[src/rtl/spi_seq_pkg.sv]
// Shared types for the SPI transfer sequencer: FSM states, word-length
// encodings, the per-word configuration / TX entry layout and the MISO mask.
package spi_seq_pkg;

  localparam int DEFAULT_FIFO_DEPTH = 4;

  typedef enum logic [1:0] {
    ST_IDLE    = 2'd0,
    ST_LAUNCH  = 2'd1,
    ST_XFER    = 2'd2,
    ST_CAPTURE = 2'd3
  } seq_state_e;

  localparam logic [1:0] WL_8  = 2'b00;
  localparam logic [1:0] WL_16 = 2'b01;
  localparam logic [1:0] WL_24 = 2'b10;
  localparam logic [1:0] WL_32 = 2'b11;

  // Configuration captured alongside each outgoing word.
  typedef struct packed {
    logic [1:0] spi_mode;
    logic [1:0] sck_speed;
    logic [1:0] word_len;
    logic [7:0] ifg;
    logic [7:0] cs_sck;
    logic [7:0] sck_cs;
  } xfer_cfg_t;

  typedef struct packed {
    xfer_cfg_t   cfg;
    logic [31:0] data;
  } tx_entry_t;

  // Keep only the bits the transfer actually shifted; upper bits read as zero.
  function automatic logic [31:0] mask_word(input logic [1:0] wl, input logic [31:0] d);
    logic [31:0] r;
    r = '0;
    case (wl)
      WL_8:    r = {24'h0, d[7:0]};
      WL_16:   r = {16'h0, d[15:0]};
      WL_24:   r = {8'h0, d[23:0]};
      WL_32:   r = d;
      default: r = d;
    endcase
    return r;
  endfunction

endpackage

[src/rtl/spi_seq_fifo.sv]
// Synchronous FIFO with an occupancy counter. The counter (not the pointers)
// tells full from empty, so pointers simply wrap modulo DEPTH. Pushes while
// full and pops while empty are ignored. The read port shows zero when empty
// so the consumer never sees stale data after reset.
module spi_seq_fifo #(
  parameter int WIDTH = 32,
  parameter int DEPTH = 4
) (
  input  logic                     clk_i,
  input  logic                     rst_i,
  input  logic                     push_i,
  input  logic [WIDTH-1:0]         din_i,
  input  logic                     pop_i,
  output logic [WIDTH-1:0]         dout_o,
  output logic                     full_o,
  output logic                     empty_o,
  output logic [$clog2(DEPTH):0]   level_o
);

  localparam int AW = $clog2(DEPTH);
  localparam logic [AW:0]   LVL_ONE  = (AW+1)'(1);
  localparam logic [AW:0]   LVL_FULL = (AW+1)'(DEPTH);
  localparam logic [AW-1:0] PTR_ONE  = AW'(1);

  logic [WIDTH-1:0] mem_q [DEPTH];
  logic [AW-1:0]    wr_ptr_q;
  logic [AW-1:0]    rd_ptr_q;
  logic [AW:0]      level_q;
  logic             do_push;
  logic             do_pop;

  assign full_o  = (level_q == LVL_FULL);
  assign empty_o = (level_q == '0);
  assign level_o = level_q;
  assign do_push = push_i && !full_o;
  assign do_pop  = pop_i && !empty_o;
  assign dout_o  = empty_o ? '0 : mem_q[rd_ptr_q];

  // Pointer and occupancy bookkeeping.
  always_ff @(posedge clk_i) begin
    if (rst_i) begin
      wr_ptr_q <= '0;
      rd_ptr_q <= '0;
      level_q  <= '0;
    end else begin
      if (do_push) wr_ptr_q <= wr_ptr_q + PTR_ONE;
      if (do_pop)  rd_ptr_q <= rd_ptr_q + PTR_ONE;
      case ({do_push, do_pop})
        2'b10:   level_q <= level_q + LVL_ONE;
        2'b01:   level_q <= level_q - LVL_ONE;
        default: level_q <= level_q;
      endcase
    end
  end

  // Storage array; contents need no reset because the read port is gated by empty.
  always_ff @(posedge clk_i) begin
    if (do_push) mem_q[wr_ptr_q] <= din_i;
  end

endmodule

[src/rtl/spi_xfer_sequencer.sv]
// SPI transfer sequencer: buffers words plus per-word config in a TX FIFO,
// launches one transfer at a time on the SPI core, and queues the masked MISO
// word in an RX FIFO.
// Optional feature macro: SPI_SEQ_XFER_CNT_EN adds a 16-bit wrapping count of
// completed transfers on xfer_cnt_out.
//
// Handshakes: a transfer on the TX side happens on a rising GCLK edge where
// tx_valid && tx_ready; on the RX side where rx_valid && rx_ready. Valid never
// depends on ready. tx_ready = !tx_full, rx_valid = !rx_empty.
module spi_xfer_sequencer
  import spi_seq_pkg::*;
#(
  parameter int FIFO_DEPTH = DEFAULT_FIFO_DEPTH
) (
  input  logic                          GCLK,
  input  logic                          RST,
  input  logic                          enable_cfg,
  input  logic [1:0]                    spi_mode_cfg,
  input  logic [1:0]                    sck_speed_cfg,
  input  logic [1:0]                    word_len_cfg,
  input  logic [7:0]                    ifg_cfg,
  input  logic [7:0]                    cs_sck_cfg,
  input  logic [7:0]                    sck_cs_cfg,
  input  logic                          tx_valid,
  input  logic [31:0]                   tx_data,
  output logic                          tx_ready,
  output logic                          rx_valid,
  output logic [31:0]                   rx_data,
  input  logic                          rx_ready,
  output logic                          start_out,
  output logic [1:0]                    spi_mode_out,
  output logic [1:0]                    sck_speed_out,
  output logic [1:0]                    word_len_out,
  output logic [7:0]                    IFG_out,
  output logic [7:0]                    CS_SCK_out,
  output logic [7:0]                    SCK_CS_out,
  output logic [31:0]                   mosi_data_out,
  input  logic                          busy_in,
  input  logic [31:0]                   miso_data_in,
  output logic [$clog2(FIFO_DEPTH):0]   tx_level,
  output logic [$clog2(FIFO_DEPTH):0]   rx_level,
  output logic                          idle_out
`ifdef SPI_SEQ_XFER_CNT_EN
  ,
  output logic [15:0]                   xfer_cnt_out
`endif
);

  localparam int TXW = $bits(tx_entry_t);

  seq_state_e state_q, state_d;
  tx_entry_t  tx_din;
  tx_entry_t  tx_dout;
  logic       tx_full, tx_empty, tx_pop;
  logic       rx_full, rx_empty, rx_push;
  logic [31:0] rx_din;
  logic       load;
  xfer_cfg_t  cfg_q;
  logic [31:0] mosi_q;

  // Pack the push-side inputs into one TX entry.
  always_comb begin
    tx_din               = '0;
    tx_din.cfg.spi_mode  = spi_mode_cfg;
    tx_din.cfg.sck_speed = sck_speed_cfg;
    tx_din.cfg.word_len  = word_len_cfg;
    tx_din.cfg.ifg       = ifg_cfg;
    tx_din.cfg.cs_sck    = cs_sck_cfg;
    tx_din.cfg.sck_cs    = sck_cs_cfg;
    tx_din.data          = tx_data;
  end

  spi_seq_fifo #(.WIDTH(TXW), .DEPTH(FIFO_DEPTH)) u_tx_fifo (
    .clk_i   (GCLK),
    .rst_i   (RST),
    .push_i  (tx_valid),
    .din_i   (tx_din),
    .pop_i   (tx_pop),
    .dout_o  (tx_dout),
    .full_o  (tx_full),
    .empty_o (tx_empty),
    .level_o (tx_level)
  );

  // Mask with the word length latched at launch, not the live config inputs.
  assign rx_din = mask_word(cfg_q.word_len, miso_data_in);

  spi_seq_fifo #(.WIDTH(32), .DEPTH(FIFO_DEPTH)) u_rx_fifo (
    .clk_i   (GCLK),
    .rst_i   (RST),
    .push_i  (rx_push),
    .din_i   (rx_din),
    .pop_i   (rx_ready),
    .dout_o  (rx_data),
    .full_o  (rx_full),
    .empty_o (rx_empty),
    .level_o (rx_level)
  );

  assign tx_ready = !tx_full;
  assign rx_valid = !rx_empty;

  // FSM state register.
  always_ff @(posedge GCLK) begin
    if (RST) state_q <= ST_IDLE;
    else     state_q <= state_d;
  end

  // FSM next-state and control strobes. RX space is checked before launch so
  // the CAPTURE push can never hit a full RX FIFO.
  always_comb begin
    state_d   = state_q;
    tx_pop    = 1'b0;
    load      = 1'b0;
    rx_push   = 1'b0;
    start_out = 1'b0;
    idle_out  = 1'b0;
    case (state_q)
      ST_IDLE: begin
        idle_out = tx_empty;
        if (enable_cfg && !tx_empty && !rx_full && !busy_in) begin
          tx_pop  = 1'b1;
          load    = 1'b1;
          state_d = ST_LAUNCH;
        end
      end
      ST_LAUNCH: begin
        start_out = 1'b1;
        if (busy_in) state_d = ST_XFER;
      end
      ST_XFER: begin
        if (!busy_in) state_d = ST_CAPTURE;
      end
      ST_CAPTURE: begin
        rx_push = 1'b1;
        state_d = ST_IDLE;
      end
      default: state_d = ST_IDLE;
    endcase
  end

  // Core-side config and MOSI registers: held from one launch to the next.
  always_ff @(posedge GCLK) begin
    if (RST) begin
      cfg_q  <= '0;
      mosi_q <= '0;
    end else if (load) begin
      cfg_q  <= tx_dout.cfg;
      mosi_q <= tx_dout.data;
    end
  end

  assign spi_mode_out  = cfg_q.spi_mode;
  assign sck_speed_out = cfg_q.sck_speed;
  assign word_len_out  = cfg_q.word_len;
  assign IFG_out       = cfg_q.ifg;
  assign CS_SCK_out    = cfg_q.cs_sck;
  assign SCK_CS_out    = cfg_q.sck_cs;
  assign mosi_data_out = mosi_q;

`ifdef SPI_SEQ_XFER_CNT_EN
  logic [15:0] xfer_cnt_q;

  // Completed-transfer counter, bumped once per CAPTURE and wrapping at 16 bits.
  always_ff @(posedge GCLK) begin
    if (RST)                        xfer_cnt_q <= '0;
    else if (state_q == ST_CAPTURE) xfer_cnt_q <= xfer_cnt_q + 16'd1;
  end

  assign xfer_cnt_out = xfer_cnt_q;
`endif

endmodule
[config.mk]
export PLATFORM = sky130hd
export DESIGN_NAME = spi_xfer_sequencer
export DESIGN_NICKNAME = d
export VERILOG_FILES = /design/src/rtl/spi_seq_pkg.sv /design/src/rtl/spi_seq_fifo.sv /design/src/rtl/spi_xfer_sequencer.sv
export SDC_FILE = /design/constraint.sdc
export NUM_CORES = 1
export LEC_CHECK = 0
export ABC_AREA = 1
export CAP_MARGIN = 10
export CORE_UTILIZATION = 40
export DETAILED_ROUTE_END_ITERATION = 6
export SLEW_MARGIN = 0
export SYNTH_ARGS = -nofsm -noshare
export SYNTH_HDL_FRONTEND = slang
export SYNTH_SLANG_ARGS = --single-unit
[constraint.sdc]
create_clock -name GCLK -period 6.8 [get_ports GCLK]
set_input_delay 1.36 -clock GCLK [delete_from_list [all_inputs] [get_ports GCLK]]
set_output_delay 1.36 -clock GCLK [all_outputs]
set_load 0.02 [all_outputs]
# --- Word level (Yosys, flattened, before mapping) ---
# Memories as Yosys holds them, arrays and structs flattened. A register that Yosys moved wholly into a read port is not among the register bits.
# Cells that the tools add are included.
op_classes:
  n_mux: 19
  n_eq_ne: 15
  add_sub_neg: 8
  n_reduce_logical: 19
ops:
  columns: ["operator", "n"]
  rows:
  - ["32-bit one-hot mux with 4 select lines", 1]
  - ["32-bit 2-to-1 mux", 1]
  - ["2-bit equality test (second input constant)", 6]
  - ["3-bit one-hot mux with 2 select lines", 2]
  - ["2-bit 2-to-1 mux", 5]
  - ["1-bit 2-to-1 mux", 9]
  - ["2-bit by 1-bit adder with 2-bit output (second input constant)", 4]
  - ["2-bit by 1-bit equality test with 1-bit output (second input constant)", 4]
  - ["2-bit one-hot mux with 4 select lines", 1]
  - ["1-bit logical AND", 7]
  - ["3-bit by 1-bit adder with 3-bit output (second input constant)", 2]
  - ["3-bit equality test (second input constant)", 2]
  - ["3-bit zero test", 2]
  - ["2-bit != test (second input constant)", 3]
  - ["3-bit by 1-bit subtractor with 3-bit output (second input constant)", 2]
  - ["1-bit zero test", 5]
  - ["2-bit zero test", 2]
  - ["2-bit nonzero test", 2]
  - ["3-bit AND reduction", 1]
word_totals:
  wordCells: 70
  inputBits: 100
  n_memories: 2
  output_inout_bits: 104
  ram_bits: 376
  register_bits: 16
memory_table:
  columns: ["name", "depth", "width", "rd", "rd_ports_with_merged_regs", "wr", "line", "text"]
  rows:
  - ["u_tx_fifo.mem_q", 4, 62, 1, 1, 1, "spi_seq_fifo.sv:25", "logic [WIDTH-1:0] mem_q [DEPTH];"]
  - ["u_rx_fifo.mem_q", 4, 32, 1, 1, 1, "spi_seq_fifo.sv:25", null]

# --- Logic depth before layout (Yosys ltp) ---
depth:
  depth_word: 10
  depth_mapped: 13
  ltp_nobuf: 12

# --- By module ---
# From an unflattened synthesis, not the netlist that was laid out.
unflattened:
  cells_unflattened: 1599
  area_unflattened_um2: 18106.1
modules_own_cells:
  columns: ["mod", "area_per_inst_um2", "seq_area_each_um2", "cells_per_inst", "n_inst"]
  rows:
  - ["spi_seq_fifo (u_tx_fifo)", 10068.4, 7627.3, 800, 1]
  - ["spi_seq_fifo (u_rx_fifo)", 5489.0, 4023.9, 447, 1]
  - ["spi_xfer_sequencer", 2548.7, 1281.2, 352, 1]

# --- Worst setup path after synthesis ---
# No wires, ideal clock.
synth_timing:
  kind: "input to register"
  from: "input port tx_valid"
  to: "memory u_tx_fifo.mem_q[0][0] (netlist name), enable pin"
  path_buffers: 0
  required_time_ns: 6.318
  stages: 2
  arrival_ns: 4.133
  slack_ns: 2.184
  setup_ns: 0.482
  cell_sequence: "nand2_1 -> nor2_1"
synth_via:
  elab_chain_cells: 3
synth_lines:
  columns: ["element", "line", "text"]
  rows:
  - ["start, declared", "spi_xfer_sequencer.sv:24", "input logic tx_valid,"]
  - ["1-bit logical AND", "spi_seq_fifo.sv:35", "assign do_push = push_i && !full_o;"]
  - ["1-bit 2-to-1 mux", "spi_seq_fifo.sv:58", "if (do_push) mem_q[wr_ptr_q] <= din_i;"]
  - ["1-bit 2-to-1 mux (not written as such)", "spi_seq_fifo.sv:58", null]
  - ["end, declared", "spi_seq_fifo.sv:25", null]
# Every way passes these cells.

==> flow_summary.json <==
{
  "io_buffers": 203,
  "powerDensity_mw_per_mm2": 343,
  "dp_hpwl_mm": 22.6,
  "crit_fanout": 41,
  "die_area_mm2": 0.0452,
  "wl_met1_mm": 17.6,
  "drive_above_1_share_pct": 6.12,
  "area_growth_syn_to_layout_pct": 22.7,
  "synth.most_common_cell": "nor2_1",
  "synth_nets": 1613,
  "clk_latency_ns": 0.58,
  "hold_viol_final": 0,
  "power_mw": 7.46,
  "ir_drop_mv": 0.177,
  "setup_tns_ns": 0,
  "final_nets": 1797,
  "fin_cells": 2304,
  "clk_path_buf_depth": 3,
  "slowest_stage": "clkinv_1",
  "cts_resized": 0,
  "vias": 11300,
  "setup_ws_ns": 2.37,
  "row_count": 76,
  "drt_pre_antenna_iters": 5,
  "status": "finished, final reports clean",
  "netlist.area_leader.share_pct": 63.6,
  "postCtsHoldBufs": 0,
  "setup_viol": 0,
  "wl_per_cell_um": 17.2,
  "wl_mm": 39.5,
  "grt_pass1_wl_mm": 61.1,
  "grt_max_degree": 99,
  "wl_met2_mm": 18.1,
  "critPathLaunchType": "flip-flop",
  "maxCapViolations": 0,
  "syn_inst": 1496,
  "synth-main-ff-cell": "edfxtp_1",
  "clk_transition_reported_paths_ns": 0.05,
  "drc": 0,
  "synth_cell_type_count": 26,
  "endpoint_kind": "primary output",
  "hold_ws_ns": 0.468,
  "ios": 204,
  "hp-class": "reg -> reg",
  "finalCriticalPeriod_ns": 4.43,
  "leakage_nw": 7.89,
  "synth-seq-area-share_pct": 72.6,
  "fp.dieW_um": 213,
  "timing.fmax_mhz": 226,
  "synth-seq-cells": 456,
  "tightest_slew_ns": 1.03,
  "gp_congestion": 0.721,
  "synth.avg_cell_area_um2": 11.9,
  "drt_iter0_markers": 756,
  "rsz0062_at_grt": "no",
  "place_inst": 2216,
  "fp.dieH_um": 213,
  "cts_tree": "built",
  "start_util_pct": 40.8,
  "synth_area_mm2": 0.0177,
  "max_stage_delay_ns": 0.76,
  "drtAntennaViolNets": 0,
  "cts_buffers": 47,
  "critPathRequiredTime_ns": 5.44,
  "dpl_cell_area_mm2": 0.0203,
  "h-tree-depth": 2,
  "synth_edf_count": 376,
  "fin_util_pct": 50.1,
  "post_cts_buffers": 0,
  "grt_overflow": 0,
  "max_slew_margin_pct": 31.2,
  "clock_sinks": 456,
  "antenna_found_initial": 8,
  "topRoutingLayerUsed": "met5",
  "finalCritPeriodShare_pct": 65.1,
  "coreArea_mm2": 0.0435,
  "fin_area_mm2": 0.0218,
  "clock_skew_ns": 0.0216,
  "met3_length_mm": 2.91,
  "grt_usage_pct": 17.5,
  "dpl_worst_slack_ns": 2.60,
  "worstPathCellList": "clkinv_1 -> buf_4 -> o21ai_0 -> a21oi_1 -> clkdlybuf4s50_1",
  "slew_viol_final": 0,
  "ys_top_cells_by_area": "edfxtp_1, nor2_1, dfxtp_1",
  "grt_pass1_vias": 11000,
  "synthArstFlopShare_pct": 0,
  "yosys.area.top_type": "edfxtp_1",
  "critPathKind": "reg -> out",
  "cts_root_buf": "clkbuf_16",
  "yosysWarnings": 0,
  "arrival_ns": 3.07,
  "synth_common_cells": "nor2_1, edfxtp_1, o21ai_0",
  "routed_via_density": 4.92
}
==> flip-flops by register name, indices dropped and copies added, names as in the netlist, named ones only <==
signal and cells:
word_len_out 2, u_tx_fifo.level_o 3, u_tx_fifo.wr_ptr_q 2, state_q 2, u_rx_fifo.mem_q 128, u_tx_fifo.rd_ptr_q 2
IFG_out 8, u_rx_fifo.rd_ptr_q 2, spi_mode_out 2, u_tx_fifo.mem_q 248, CS_SCK_out 8, SCK_CS_out 8
sck_speed_out 2, u_rx_fifo.level_o 3, u_rx_fifo.wr_ptr_q 2, mosi_data_out 32
==> cell type report <==
class                   count  area (um2)
clock inverters            24         165
inverters                  59         224
clock buffers              62        1320
fillers                  3856       21700
diodes                      2        5.00
flip-flops and latches    456       12900
multi-input cells         896        4270
well taps                 585         732
repair buffers            220        2150
==> power by group <==
part / leakage (nW) / switching, mW / internal (mW)
logic: 3.06 / 1.03 / 0.625
registers: 4.11 / 0.0989 / 3.24
clock network: 0.723 / 1.06 / 1.41
==> metal layers <==
layer  up-vias  track usage (%)
met5         -                0
met4        12             5.56
met3        73             4.74
met2       308             28.0
met1      5396             23.2
li1       5557                -
==> layout by cell type (no fill, tap or decap), types with 2 or more instances in the layout <==
cell / n
nor2_1: 463
edfxtp_1: 376
o21ai_0: 225
clkdlybuf4s50_1: 202
dfxtp_1: 77
o21bai_1: 62
inv_1: 55
a21oi_1: 51
clkbuf_16: 50
o21ai_1: 39
nand2_1: 20
buf_4: 17
ha_1: 15
clkbuf_1: 10
clkinv_1: 9
clkinv_2: 9
nor2_2: 4
nor2_4: 4
nand3_1: 3
clkinvlp_4: 3
diode_2: 2
inv_2: 2
nand3_4: 2
fa_1: 2
clkbuf_8: 2
dfxtp_4: 2
==> worst paths after layout <==
| path | startpoint | cells after the start | slack, ns | end |
|---|---|---|---|---|
| max | flip-flop | 5 | 2.37 | rx_data[27] |
| min | u_rx_fifo.rd_ptr_q[1] | 2 | 0.47 | flip-flop |
| max reg2reg | state_q[0] | 11 | 3.87 | u_tx_fifo.level_o[2] |
| min reg2reg | u_rx_fifo.rd_ptr_q[1] | 2 | 0.47 | flip-flop |
==> worst max-delay path: cells and delay by family (launching register included) <==
kind / cells / cell delay [ns]
DFF: 1 / 0.32
buffers and inverters: 3 / 1.88
AOI/OAI and AO/OA: 2 / 0.31
==> cell families (layout without fill, tap and decap cells) <==
family	count (synthesis)	count (layout)	share of synthesized area, %
AND/OR/NAND/NOR	500	500	10.9
adder cells (fa/ha/maj)	17	17	1.28
buffers and inverters	144	365	3.59
AO/OA/AOI/OAI	377	377	11.5
other	0	2	0
multiplexers	1	1	0.0564
flip-flops	456	456	72.6
XOR/XNOR	1	1	0.0494
Power figures use the tool's default switching activity.
